$ cat src/rtl/fetch_queue_pkg.sv
// Shared constants and entry layout for the instruction prefetch queue.
// PC_BASE matches the reset vector used by the PC and NPC blocks.
package fetch_queue_pkg;

  localparam logic [31:0] PC_BASE    = 32'h0000_3000;
  localparam logic [31:0] INSTR_NOP  = 32'h0000_0000;
  localparam int          FQ_ENTRY_W = 64;

  typedef struct packed {
    logic [31:0] pc;
    logic [31:0] instr;
  } fq_entry_t;

endpackage

$ cat src/rtl/ring_buf.sv
// Generic ring-buffer storage: one write port, one combinational read port.
// Contents are intentionally left uninitialised on reset.
module ring_buf #(
  parameter int DEPTH = 4,
  parameter int W     = 64,
  parameter int AW    = $clog2(DEPTH)
) (
  input  logic          clk,
  input  logic          we,
  input  logic [AW-1:0] waddr,
  input  logic [W-1:0]  wdata,
  input  logic [AW-1:0] raddr,
  output logic [W-1:0]  rdata
);

  logic [W-1:0] mem_q [DEPTH];

  always_ff @(posedge clk) begin
    if (we) begin
      mem_q[waddr] <= wdata;
    end
  end

  assign rdata = mem_q[raddr];

endmodule

$ cat src/rtl/fetch_queue.sv
// Circular {pc, instr} prefetch queue between IF and ID.
// Full queue holds the PC via pc_stall; flush empties it.
module fetch_queue
  import fetch_queue_pkg::*;
#(
  parameter int DEPTH = 4,
  parameter int PTR_W = $clog2(DEPTH)
) (
  input  logic             clk,
  input  logic             reset,
  input  logic             push_valid,
  input  logic [31:0]      push_pc,
  input  logic [31:0]      push_instr,
  output logic             push_ready,
  output logic             pc_stall,
  output logic             pop_valid,
  input  logic             pop_ready,
  output logic [31:0]      pop_pc,
  output logic [31:0]      pop_instr,
  input  logic             flush,
  output logic [PTR_W:0]   count
);

  localparam logic [PTR_W:0] FULL_CNT = (PTR_W+1)'(DEPTH);

  logic [PTR_W-1:0] wr_q, wr_d;
  logic [PTR_W-1:0] rd_q, rd_d;
  logic [PTR_W:0]   cnt_q, cnt_d;
  logic             full, empty;
  logic             push_fire, pop_fire;
  fq_entry_t        wr_ent, rd_ent;

  assign full  = (cnt_q == FULL_CNT);
  assign empty = (cnt_q == '0);

  assign push_ready = !full;
  assign pop_valid  = !empty;
  assign pc_stall   = push_valid & !push_ready;

  assign push_fire = push_valid & push_ready & !flush;
  assign pop_fire  = pop_valid & pop_ready & !flush;

  assign wr_ent = '{pc: push_pc, instr: push_instr};

  ring_buf #(
    .DEPTH (DEPTH),
    .W     (FQ_ENTRY_W),
    .AW    (PTR_W)
  ) u_buf (
    .clk   (clk),
    .we    (push_fire),
    .waddr (wr_q),
    .wdata (wr_ent),
    .raddr (rd_q),
    .rdata (rd_ent)
  );

  // Empty-state outputs are masked so stale or X storage never leaks to ID.
  assign pop_pc    = empty ? PC_BASE   : rd_ent.pc;
  assign pop_instr = empty ? INSTR_NOP : rd_ent.instr;
  assign count     = cnt_q;

  always_comb begin
    wr_d  = wr_q;
    rd_d  = rd_q;
    cnt_d = cnt_q;
    if (flush) begin
      wr_d  = '0;
      rd_d  = '0;
      cnt_d = '0;
    end else begin
      if (push_fire) wr_d = wr_q + 1'b1;
      if (pop_fire)  rd_d = rd_q + 1'b1;
      unique case ({push_fire, pop_fire})
        2'b10:   cnt_d = cnt_q + 1'b1;
        2'b01:   cnt_d = cnt_q - 1'b1;
        default: cnt_d = cnt_q;
      endcase
    end
  end

  always_ff @(posedge clk or negedge reset) begin
    if (!reset) begin
      wr_q  <= '0;
      rd_q  <= '0;
      cnt_q <= '0;
    end else begin
      wr_q  <= wr_d;
      rd_q  <= rd_d;
      cnt_q <= cnt_d;
    end
  end

endmodule

$ cat config.mk
export PLATFORM = sky130hd
export DESIGN_NAME = fetch_queue
export DESIGN_NICKNAME = d
export VERILOG_FILES = /design/src/rtl/fetch_queue_pkg.sv /design/src/rtl/ring_buf.sv /design/src/rtl/fetch_queue.sv
export SDC_FILE = /design/constraint.sdc
export NUM_CORES = 1
export LEC_CHECK = 0
export ABC_AREA = 1
export CELL_PAD_IN_SITES_DETAIL_PLACEMENT = 1
export CELL_PAD_IN_SITES_GLOBAL_PLACEMENT = 1
export CORE_UTILIZATION = 44
export DETAILED_ROUTE_END_ITERATION = 12
export HOLD_SLACK_MARGIN = 0.02
export PLACE_DENSITY = 0.78
export REMOVE_ABC_BUFFERS = 1
export SYNTH_ARGS = -nofsm -noshare
export SYNTH_HDL_FRONTEND = slang
export SYNTH_SLANG_ARGS = --single-unit
$ cat constraint.sdc
create_clock -name clk -period 4.7 [get_ports clk]
set_clock_uncertainty 0.2 [all_clocks]
set_input_delay 0.94 -clock clk [delete_from_list [all_inputs] [get_ports clk]]
set_output_delay 0.94 -clock clk [all_outputs]
set_load 0.005 [all_outputs]
# Word-level counts from Yosys, hierarchy flattened
# Memory sizes are Yosys's and may differ from the RTL's.
# Cells that the tools add are included.
[op_classes] reduce_logical=7 eq_ne=3 mux=10 addsub=4 bitwise=5
[op_table] operator="$mux 32" count=2
[op_table] operator="$mux 2" count=4
[op_table] operator="$pmux 3 s2" count=1
[op_table] operator="$and 1x1->1" count=5
[op_table] operator="$add 2x1->2 const B" count=2
[op_table] operator="$reduce_bool 2->1" count=2
[op_table] operator="$add 3x1->3 const B" count=1
[op_table] operator="$eq 3x3->1 const B" count=1
[op_table] operator="$logic_not 1->1" count=3
[op_table] operator="$logic_not 3->1" count=1
[op_table] operator="$mux 3" count=1
[op_table] operator="$reduce_bool 3->1" count=1
[op_table] operator="$sub 3x1->3 const B" count=1
[op_table] operator="$eq 2x1->1 const B" count=1
[op_table] operator="$eq 2x2->1 const B" count=1
[op_table] operator="$mux 1" count=2
[totals] in_bits=69 ff_bits=7 wordCells=33 n_memories=1 mem_bits_rw=256 out_inout_bits=70
[mem_list] memory="u_buf.mem_q" words=4 word_bits=64 rd=1 rd_clocked_by_memory_dff=0 wr=1 line="ring_buf.sv:16" rtl="logic [W-1:0] mem_q [DEPTH];"

# Logic depth before layout (Yosys ltp)
# Gate-level depths: netlist of the first run.
[depth] ltp_word=7 ltp_mapped=12

# Modules after synthesis
# A second synthesis of the first run with hierarchy kept.
[unflattened] hier_cells=1198 area_unflattened_um2=11698.7
[by_module_without_submodules] mod="ring_buf" seq_area_each_um2=7687.4 instances=1 area_each_um2=10761.6 cells_per_inst=1010
[by_module_without_submodules] mod="fetch_queue" seq_area_each_um2=175.2 instances=1 area_each_um2=937.1 cells_per_inst=188

# Least setup slack after synthesis of the first run
# Ideal clock, no wire load.
[synth_timing] path_type="input port to flip-flop" start="input port push_valid" end="memory u_buf.mem_q[0][0], enable pin" setup_time_ns=0.486 n_path_buf=0 path_stages=4 setup_slack_ns=0.088 arrival_time_ns=3.926 path_cell_list="nand2_1 > nor2_1 > inv_1 > nor2_1"
[synth_via] elab_chain_len=4
[synth_lines] item="from (decl)" line="fetch_queue.sv:11" rtl="input logic push_valid,"
[synth_lines] item="$and 1x1->1 (2 in a row)" line="fetch_queue.sv:40" rtl="assign push_fire = push_valid & push_ready & !flush;"
[synth_lines] item="$mux 1" line="ring_buf.sv:19" rtl="if (we) begin"
[synth_lines] item="$mux 1 (implied by the code)" line="ring_buf.sv:20" rtl="mem_q[waddr] <= wdata;"
[synth_lines] item="to (decl)" line="ring_buf.sv:16"
# No other way between the ends.

# Worst setup path in the final report of the first run
[layout_timing] start="register rd_q[0]" end="output port pop_pc[9]"
[layout_via] elab_chain_len=2
[layout_lines] item="from (decl)" line="fetch_queue.sv:27" rtl="logic [PTR_W-1:0] rd_q, rd_d;"
[layout_lines] item="from (signal assigned)" line="fetch_queue.sv:89" rtl="rd_q <= rd_d;"
[layout_lines] item="$mem_v2 4x64"
[layout_lines] item="$mux 32" line="fetch_queue.sv:59" rtl="assign pop_pc = empty ? PC_BASE : rd_ent.pc;"
[layout_lines] item="to (decl)" line="fetch_queue.sv:18" rtl="output logic [31:0] pop_pc,"
# No other way between the ends.

==> results of run 1 <==
## kinds of logic after synthesis
logic type	share of synthesized area (%)
and+or+nand+nor	10.5
adders and majority gates	0.677
xor gates and xnor gates	0.0846
AOI/OAI and AO/OA	9.67
buffers and inverters	3.05
DFF	76.0
## worst min-delay path by stage
stage             start        to  slack (ns)  cells past startpoint
5_1_grt        count[1]  count[1]        0.43                      2
4_1_cts        count[1]  count[1]        0.40                      2
3_3_place_gp   count[1]  count[1]        0.36                      2
3_5_place_dp   count[1]  count[1]        0.38                      2
6_report       count[1]  count[1]        0.39                      2
2_1_floorplan  count[1]  count[1]        0.35                      2
## cells in the final DEF, fill, tap and decap left out, types with 5 or more instances in the layout
master	Yosys	final
nand2_1	21	21
buf_4	14	11
a21oi_1	65	65
clkbuf_16	0	29
o21ai_1	5	5
clkdlybuf4s50_1	0	138
clkbuf_1	14	11
nor2_1	262	258
edfxtp_1	256	256
inv_1	13	12
clkinv_1	0	9
dfrtp_1	7	5
o21ai_0	125	125
## worst min-delay path: cells and delay by family, from the launching register on
family | cells | cell delay, ns
flip-flops | 1 | 0.42
AND/OR/NAND/NOR | 2 | 0.13
## registers in the layout, indices dropped and copies added, names as in the netlist
name and cells:
count 3, rd_q 2, u_buf.mem_q 256, wr_q 2
## Yosys cell counts, drive strengths merged
library cell    n
nor2          264
dfrtp           7
o21ai         130
nand2          22
o311ai          2
xnor2           1
inv            15
fa              1
a21oi          65
buf            34
ha              4
edfxtp        256
a21boi          1
nand3           2
clkbuf         14
## area by class of cell
type                    instances  area [µm²]
clock buffers                  40         767
repair buffers                153        1540
well taps                     313         392
multi-input cells             492        2200
clock inverters                11        46.3
flip-flops and latches        263        7870
inverters                      15        57.6
fillers                      2319        9970
## metal layers
metal  share of wire, %  up-vias
met5                  0        -
met4                1.8        0
met3                4.2       41
met2                 53      164
met1                 41     3383
li1                   -     3160
## metrics by stage
step	TNS [ns]	hold WS [ns]	setup slack, ns	cell area [µm²]
4_1_cts	0	0.400	0.771	12900
3_5_place_dp	0	0.384	1.36	12100
6_report	0	0.389	0.812	12900
2_1_floorplan	-23.97	0.354	-0.510	10100
3_3_place_gp	0	0.356	1.40	12100
5_1_grt	0	0.430	0.696	12900
## power breakdown
part / switching, mW / internal, mW / total, mW / leakage (nW)
logic: 1.15 / 0.964 / 2.12 / 1.53
clock network: 0.839 / 1.12 / 1.96 / 0.389
registers: 0.0508 / 2.72 / 2.77 / 2.41
==> results.sh, run 1 <==
export IMPL_gp_congestion=0.745
export IMPL_globalRouteMet3Util_pct=2.95
export IMPL_hold_viol_final=0
export IMPL_critPathTopFamily="buffers and inverters"
export IMPL_period_share_pct=82.7
export IMPL_worstPathBufferInverterCount=3
export IMPL_startpoint_type="register"
export IMPL_grt_usage_pct=21.8
export IMPL_drv_slew=0
export IMPL_crit_start="rd_q[0]"
export IMPL_synth_cell_types=22
export IMPL_routed_wl_um=25800
export IMPL_nets=1027
export IMPL_clock_path_buffers=3
export IMPL_cts_resized_gates=0
export IMPL_drc_errors=0
export IMPL_slowest_stage="clkdlybuf4s50_1"
export IMPL_syn_to_final_growth_pct=24.4
export IMPL_crit_path_max_fanout=34
export IMPL_rsz0062_at_grt="false"
export IMPL_fmax_mhz=257
export IMPL_wl_per_cell_um=20.0
export IMPL_final_cells=1287
export IMPL_drt_pre_antenna_iters=4
export IMPL_cp_required_ns=3.56
export IMPL_r2r_end="u_buf.mem_q[1][11]"
export IMPL_hold_path_class="reg -> reg"
export IMPL_crit_path_end="pop_pc[9]"
export IMPL_dpl_hpwl_um=15400
export IMPL_drt_iter0_drc=421
export IMPL_cap_violations=0
export IMPL_syn_area_per_cell_um2=12.7
export IMPL_cp_depth=5
export IMPL_cts_tree="done"
export IMPL_overflow=0
export IMPL_ys_warn_count=0
export IMPL_htree_levels=1
export IMPL_numCtsBuffers=28
export IMPL_io_pins=139
export IMPL_syn_cell_area_um2=10300
export IMPL_setup_viol=0
export IMPL_critical_path_class="reg -> out"
export IMPL_worst_ep_arrival_time_ns=2.75
export IMPL_synthCells=818
export IMPL_portBuffers=138
export IMPL_via_per_inst=5.24
export IMPL_antenna_left=0
export IMPL_grt_pass1_vias=7317
export IMPL_use_met1_pct=26.2
export IMPL_vias=6748
export IMPL_seq_area_frac_synth_pct=76.0
export IMPL_fp_row_count=55
export IMPL_grt_max_degree=130
export IMPL_ir_worst_vdd_mv=0.308
export IMPL_power_density_nw_per_um2=533
export IMPL_period_needed_ns=3.89
export IMPL_die_area_um2=24100
export IMPL_synth_area_leaders="edfxtp_1 74%, nor2_1 9.5%, o21ai_0 6.0%"
export IMPL_coreArea_um2=22800
export IMPL_netlist_area_leader_share_pct=74.3
export IMPL_die_w_um=155
export IMPL_reg2reg_slack_ns=2.37
export IMPL_root_buffer="clkbuf_16"
export IMPL_cts_setup_buffers=0
export IMPL_worstMarginPinSlew_ns=0.661
export IMPL_busiest_layer="met2"
export IMPL_cts_sinks=263
export IMPL_final_layout_size_suffix_gt1_share_pct=5.95
export IMPL_synth_area_leader_cell="edfxtp_1"
export IMPL_utilization_pct=56.4
export IMPL_diodes=0
export IMPL_cellLeakagePower_nw=4.33
export IMPL_clk_latency_ns=0.52
export IMPL_ys_ff_latch=263
export IMPL_crit_chain="clkinv_2 -> buf_4 -> o21ai_0 -> a21oi_1 -> clkdlybuf4s50_1"
export IMPL_r2r_cells=7
export IMPL_die_h_um=155
export IMPL_start_util_pct=45.3
export IMPL_dp_cells=1236
export IMPL_worst_setup_path_end_kind="primary output"
export IMPL_total_power_mw=6.86
export IMPL_slowest_delay_ns=0.57
export IMPL_worstReg2RegStart="count[0]"
export IMPL_outcome="finished clean"
export IMPL_slew_headroom_pct=55.9
export IMPL_hold_buffers=0
export IMPL_clkTransAtPathRegs_ns=0.06
export IMPL_antenna_found_initial=0
export IMPL_use_met2_pct=41.0
export IMPL_grt_pass1_wl_um=40000
No activity file was read; power rests on OpenSTA's default activity.
==> run 2: changes to the inputs <==
==> constraint.sdc (replaced) <==
create_clock -name clk -period 4.05 [get_ports clk]
set_clock_uncertainty 0.2 [all_clocks]
set_input_delay 0.81 -clock clk [delete_from_list [all_inputs] [get_ports clk]]
set_output_delay 0.81 -clock clk [all_outputs]
set_load 0.005 [all_outputs]
==> run 2 against run 1 <==
  * Die area stayed put
  * Critical endpoint is now pop_instr[22]
  * Final cell count increased by 0.23%
  * Total power is 18% higher
  * Core utilization is 0.43 points higher
  * Global-route usage is 0.44 points lower
  * Wire length about the same
  * Worst hold slack lost 0.019 ns
  * Cell area grew 0.76%
  * First-iteration DRC count shrank 19%
  * Sequential cell count unchanged
==> results.sh, run 2 (synthesis gave the netlist of run 1 again) <==
export IMPL_pwr_share_comb_pct=30.7
export IMPL_worstMarginPinSlew_ns=0.613
export IMPL_antenna_left=0
export IMPL_ir_worst_vdd_mv=0.467
export IMPL_die_area_um2=24100
export IMPL_intPower_mw=5.72
export IMPL_reg2reg_slack_ns=1.75
export IMPL_nets=1029
export IMPL_numCtsBuffers=27
export IMPL_netSwitchingFraction_pct=29.3
export IMPL_grt_usage_pct=21.4
export IMPL_cts_resized_gates=0
export IMPL_die_w_um=155
export IMPL_clk_latency_ns=0.52
export IMPL_finalHoldWorstSlack_ns=0.370
export IMPL_cts_sinks=263
export IMPL_routed_wl_um=25800
export IMPL_crit_path_max_fanout=41
export IMPL_largest_register="u_buf.mem_q"
export IMPL_cp_required_ns=3.04
export IMPL_r2r_end="u_buf.mem_q[0][3]"
export IMPL_via_per_inst=5.24
export IMPL_final_layout_size_suffix_gt1_share_pct=6.67
export IMPL_drc_errors=0
export IMPL_power_frac_seq_pct=39.8
export IMPL_worst_ep_arrival_time_ns=2.71
export IMPL_worst_setup_path_end_kind="primary output"
export IMPL_period_needed_ns=3.72
export IMPL_io_pins=139
export IMPL_htree_levels=1
export IMPL_layout_commonest_cell="nor2_1"
export IMPL_cts_tree="done"
export IMPL_r2r_cells=7
export IMPL_slew_headroom_pct=59.1
export IMPL_setup_ws_ns=0.326
export IMPL_rsz0062_at_grt="false"
export IMPL_die_h_um=155
export IMPL_root_buffer="clkbuf_16"
export IMPL_gp_congestion=0.756
export IMPL_overflow=0
export IMPL_place_area_um2=12100
export IMPL_fin_area_um2=13000
export IMPL_grt_pass1_wl_um=39300
export IMPL_dpl_hpwl_um=15300
export IMPL_setup_viol=0
export IMPL_outcome="finished clean"
export IMPL_grt_max_degree=130
export IMPL_drt_pre_antenna_iters=4
export IMPL_p_clk_share_pct=29.5
export IMPL_coreArea_um2=22800
export IMPL_largest_reg_flops=256
export IMPL_wl_per_cell_um=20.0
export IMPL_hold_path_class="in -> async"
export IMPL_critical_path_class="reg -> out"
export IMPL_total_power_mw=8.09
export IMPL_power_switching_mw=2.37
export IMPL_power_density_nw_per_um2=623
export IMPL_worstReg2RegStart="count[0]"
export IMPL_cellLeakagePower_nw=4.38
export IMPL_mostFrequentLayoutCells="258 x nor2_1, 256 x edfxtp_1, 138 x clkdlybuf4s50_1, 125 x o21ai_0, 65 x a21oi_1"
export IMPL_drv_slew=0
export IMPL_portBuffers=138
export IMPL_start_util_pct=45.3
export IMPL_period_share_pct=92.0
export IMPL_vias=6758
export IMPL_cts_setup_buffers=0
export IMPL_grt_pass1_vias=7195
export IMPL_drt_iter0_drc=340
export IMPL_startpoint_type="register"
export IMPL_fmax_mhz=269
export IMPL_clock_path_buffers=3
export IMPL_fp_row_count=55
export IMPL_hold_buffers=0
export IMPL_hold_viol_final=0
export IMPL_syn_to_final_growth_pct=25.4
export IMPL_cap_violations=0
export IMPL_dp_slack_ns=0.889
export IMPL_clkTransAtPathRegs_ns=0.06
export IMPL_antenna_found_initial=3
## run 2: cell count changes in the layout (fill, tap and decap cells not counted)
| cell | before | now |
|---|---|---|
| clkinv_2 | 2 | 5 |
| clkinv_1 | 9 | 6 |
| clkbuf_1 | 11 | 7 |
| clkinvlp_4 | 1 | 0 |
| bufinv_16 | 0 | 3 |
| clkbuf_16 | 29 | 27 |
| diode_2 | 0 | 3 |
| clkinv_4 | 0 | 1 |
| buf_12 | 4 | 7 |
## run 2: through the flow
step,util [%],setup TNS [ns],cells
floorplan,-,-167.96,770
global placement,53.1,0,1239
detailed placement,53.1,0,1239
CTS,56.7,0,1287
global route,56.8,0,1290
finish,56.8,0,1290
## run 2: power groups by stage
stage	combinational, mW	clock, mW	sequential (mW)
2_1_floorplan	0.934	0	3.37
3_3_place_gp	2.44	0	3.26
3_5_place_dp	2.50	0	3.28
4_1_cts	2.52	2.42	3.22
5_1_grt	2.72	2.52	3.23
6_report	2.48	2.38	3.22
## run 2: layout make-up
cell class / count / area (µm²)
inverters: 15 / 57.6
fillers: 2316 / 9870
well taps: 313 / 392
clock inverters: 14 / 141
diodes: 3 / 7.51
repair buffers: 156 / 1600
flip-flops and latches: 263 / 7870
multi-input cells: 492 / 2200
clock buffers: 34 / 702
## run 2: worst max-delay path, stage by stage (launching register included)
cell and delay [ns]:
dfrtp_4 0.49, clkinv_2 0.23, buf_4 0.42, o21ai_0 0.22, a21oi_1 0.25, clkdlybuf4s50_1 0.55
## run 2: metal layers
layer  up-vias  GRT usage (%)  share of wire (%)
met5         -              0                  0
met4         0           7.05                2.2
met3        39           2.84                4.5
met2       169           38.9                 52
met1      3384           26.3                 41
li1       3166              -                  -
## run 2: worst max-delay path by stage
stage	from	endpoint	slack (ns)
3_3_place_gp	rd_q[0]	pop_pc[12]	0.90
6_report	rd_q[0]	pop_instr[22]	0.33
4_1_cts	rd_q[0]	pop_instr[22]	0.31
2_1_floorplan	rd_q[0]	pop_pc[12]	-1.03
3_5_place_dp	count[1]	pop_instr[13]	0.89
5_1_grt	rd_q[0]	pop_instr[22]	0.20
==> run 3: changes to the inputs <==
--- a/config.mk
+++ b/config.mk
@@ -6,12 +6,11 @@
 export NUM_CORES = 1
 export LEC_CHECK = 0
 export ABC_AREA = 1
-export CELL_PAD_IN_SITES_DETAIL_PLACEMENT = 1
-export CELL_PAD_IN_SITES_GLOBAL_PLACEMENT = 1
-export CORE_UTILIZATION = 44
+export CAP_MARGIN = 20
+export CORE_UTILIZATION = 52
 export DETAILED_ROUTE_END_ITERATION = 12
 export HOLD_SLACK_MARGIN = 0.02
-export PLACE_DENSITY = 0.78
+export PLACE_DENSITY = 0.75
 export REMOVE_ABC_BUFFERS = 1
 export SYNTH_ARGS = -nofsm -noshare
 export SYNTH_HDL_FRONTEND = slang
==> constraint.sdc (replaced) <==
create_clock -name clk -period 3.5 [get_ports clk]
set_clock_uncertainty 0.2 [all_clocks]
set_input_delay 0.7 -clock clk [delete_from_list [all_inputs] [get_ports clk]]
set_output_delay 0.7 -clock clk [all_outputs]
set_load 0.005 [all_outputs]
==> run 3 against run 2 <==
  * Sequential share of layout area fell by 0.36 points
  * Clock power rose by 21%
  * Die area fell by 15%
  * Worst hold slack got worse by 0.13 ns
  * Via count fell by 3.1%
  * Combinational power rose by 17%
  * First-iteration DRC count rose by 29%
  * Register-to-register slack got worse by 0.52 ns
  * Clock-buffer cell count fell by 4
  * Critical endpoint is now pop_pc[13]
==> results.sh, run 3 (synthesis gave the netlist of run 1 again) <==
export IMPL_coreArea_um2=19500
export IMPL_nets=1031
export IMPL_grt_pass1_wl_um=33400
export IMPL_r2r_end="u_buf.mem_q[1][10]"
export IMPL_via_per_inst=5.29
export IMPL_grt_max_degree=94
export IMPL_vias=6549
export IMPL_fmax_mhz=294
export IMPL_largest_register="u_buf.mem_q"
export IMPL_total_power_mw=9.53
export IMPL_die_area_um2=20500
export IMPL_critical_path_class="reg -> out"
export IMPL_layout_commonest_cell="nor2_1"
export IMPL_clk_latency_ns=0.52
export IMPL_die_h_um=143
export IMPL_dp_cells=1192
export IMPL_die_w_um=143
export IMPL_cap_violations=0
export IMPL_setup_ws_ns=0.0945
export IMPL_clkTransAtPathRegs_ns=0.06
export IMPL_dp_slack_ns=0.543
export IMPL_clock_path_buffers=3
export IMPL_drt_iter0_drc=438
export IMPL_diodes=0
export IMPL_worst_ep_arrival_time_ns=2.51
export IMPL_dpl_hpwl_um=12000
export IMPL_setup_viol=0
export IMPL_routed_wl_um=22000
export IMPL_worstMarginPinSlew_ns=0.495
export IMPL_grt_usage_pct=21.6
export IMPL_hold_viol_final=0
export IMPL_hold_path_class="in -> async"
export IMPL_cellLeakagePower_nw=4.44
export IMPL_overflow=0
export IMPL_period_share_pct=97.3
export IMPL_largest_reg_flops=256
export IMPL_power_density_nw_per_um2=730
export IMPL_reg2reg_slack_ns=1.23
export IMPL_worstReg2RegStart="count[0]"
export IMPL_ir_worst_vdd_mv=0.467
export IMPL_crit_path_max_fanout=47
export IMPL_gp_congestion=0.755
export IMPL_drt_pre_antenna_iters=5
export IMPL_cp_required_ns=2.60
export IMPL_drc_errors=0
export IMPL_cts_sinks=263
export IMPL_antenna_left=0
export IMPL_fin_area_um2=13000
export IMPL_crit_path_end="pop_pc[13]"
export IMPL_cts_tree="done"
export IMPL_crit_start="rd_q[0]"
export IMPL_period_needed_ns=3.41
export IMPL_place_area_um2=12100
export IMPL_antenna_found_initial=0
export IMPL_syn_to_final_growth_pct=26.1
export IMPL_finalHoldWorstSlack_ns=0.240
export IMPL_mostFrequentLayoutCells="258 x nor2_1, 256 x edfxtp_1, 138 x clkdlybuf4s50_1, 125 x o21ai_0, 64 x a21oi_1"
export IMPL_final_layout_size_suffix_gt1_share_pct=7.39
export IMPL_rsz0062_at_grt="false"
export IMPL_fill_cells=1354
export IMPL_wl_per_cell_um=17.8
export IMPL_drv_slew=0
export IMPL_root_buffer="clkbuf_16"
export IMPL_r2r_cells=7
export IMPL_grt_pass1_vias=6356
export IMPL_fp_row_count=51
export IMPL_htree_levels=1
export IMPL_io_pins=139
export IMPL_numCtsBuffers=26
export IMPL_portBuffers=138
export IMPL_utilization_pct=67.0
export IMPL_slew_headroom_pct=67.0
export IMPL_startpoint_type="register"
export IMPL_worst_setup_path_end_kind="primary output"
export IMPL_tns_ns=0
export IMPL_final_cells=1239
export IMPL_outcome="finished clean"
export IMPL_hold_buffers=0
export IMPL_start_util_pct=53.2
==> run 3: cell count changes in the layout (fill, tap and decap cells not counted), sizes merged <==
cell | previous run | this run
clkbuf | 34 | 31
buf | 18 | 20
diode | 3 | 0
bufinv | 3 | 5
inv | 14 | 15
clkinv | 12 | 8
clkinvlp | 0 | 2
==> run 3: final cells by class <==
| class | instances | area, µm² | share of cell area, % |
|---|---|---|---|
| flip-flops and latches | 263 | 7870 | 60.3 |
| repair buffers | 159 | 1690 | 13.0 |
| multi-input cells | 492 | 2200 | 16.9 |
| clock buffers | 30 | 687 | 5.26 |
| well taps | 265 | 332 | 2.54 |
| inverters | 15 | 60.1 | 0.460 |
| clock inverters | 15 | 206 | 1.58 |
==> run 3: worst max-delay path, stage by stage (launching register included) <==
cell and delay (ns):
dfrtp_4 0.58, clkinv_2 0.18, buf_16 0.23, nor2_1 0.06, o311ai_0 0.33, clkdlybuf4s50_1 0.57
==> run 3: worst min-delay path by stage <==
| stage | slack (ns) | end | from | cells past startpoint |
|---|---|---|---|---|
| floorplan | 0.20 | count[0] | reset | 0 |
| global placement | 0.37 | count[1] | count[1] | 2 |
| detailed placement | 0.38 | count[0] | count[0] | 1 |
| CTS | 0.23 | count[0] | reset | 1 |
| global route | 0.28 | count[0] | reset | 1 |
| finish | 0.24 | count[0] | reset | 1 |
==> run 3: repair_timing <==
item / CTS / global route
setup endpoints to repair: 4 / 26
pin swaps: 1 / 0
hold endpoints to repair: 0 / 0
cloned: 0 / 1
setup buffers: 0 / 1
resized for setup: 4 / 3
==> run 3: report_power, final <==
part | switching, mW | internal (mW)
Combinational | 1.51 | 1.39
Clock | 1.11 | 1.77
Sequential | 0.0895 | 3.66
Total | 2.71 | 6.82
==> run 3: per-layer routing <==
layer | part of all wire (%) | global-route usage, %
met1 | 42 | 28.1
met2 | 50 | 36.8
met3 | 5.5 | 3.59
met4 | 2.5 | 7.75
met5 | 0 | 0
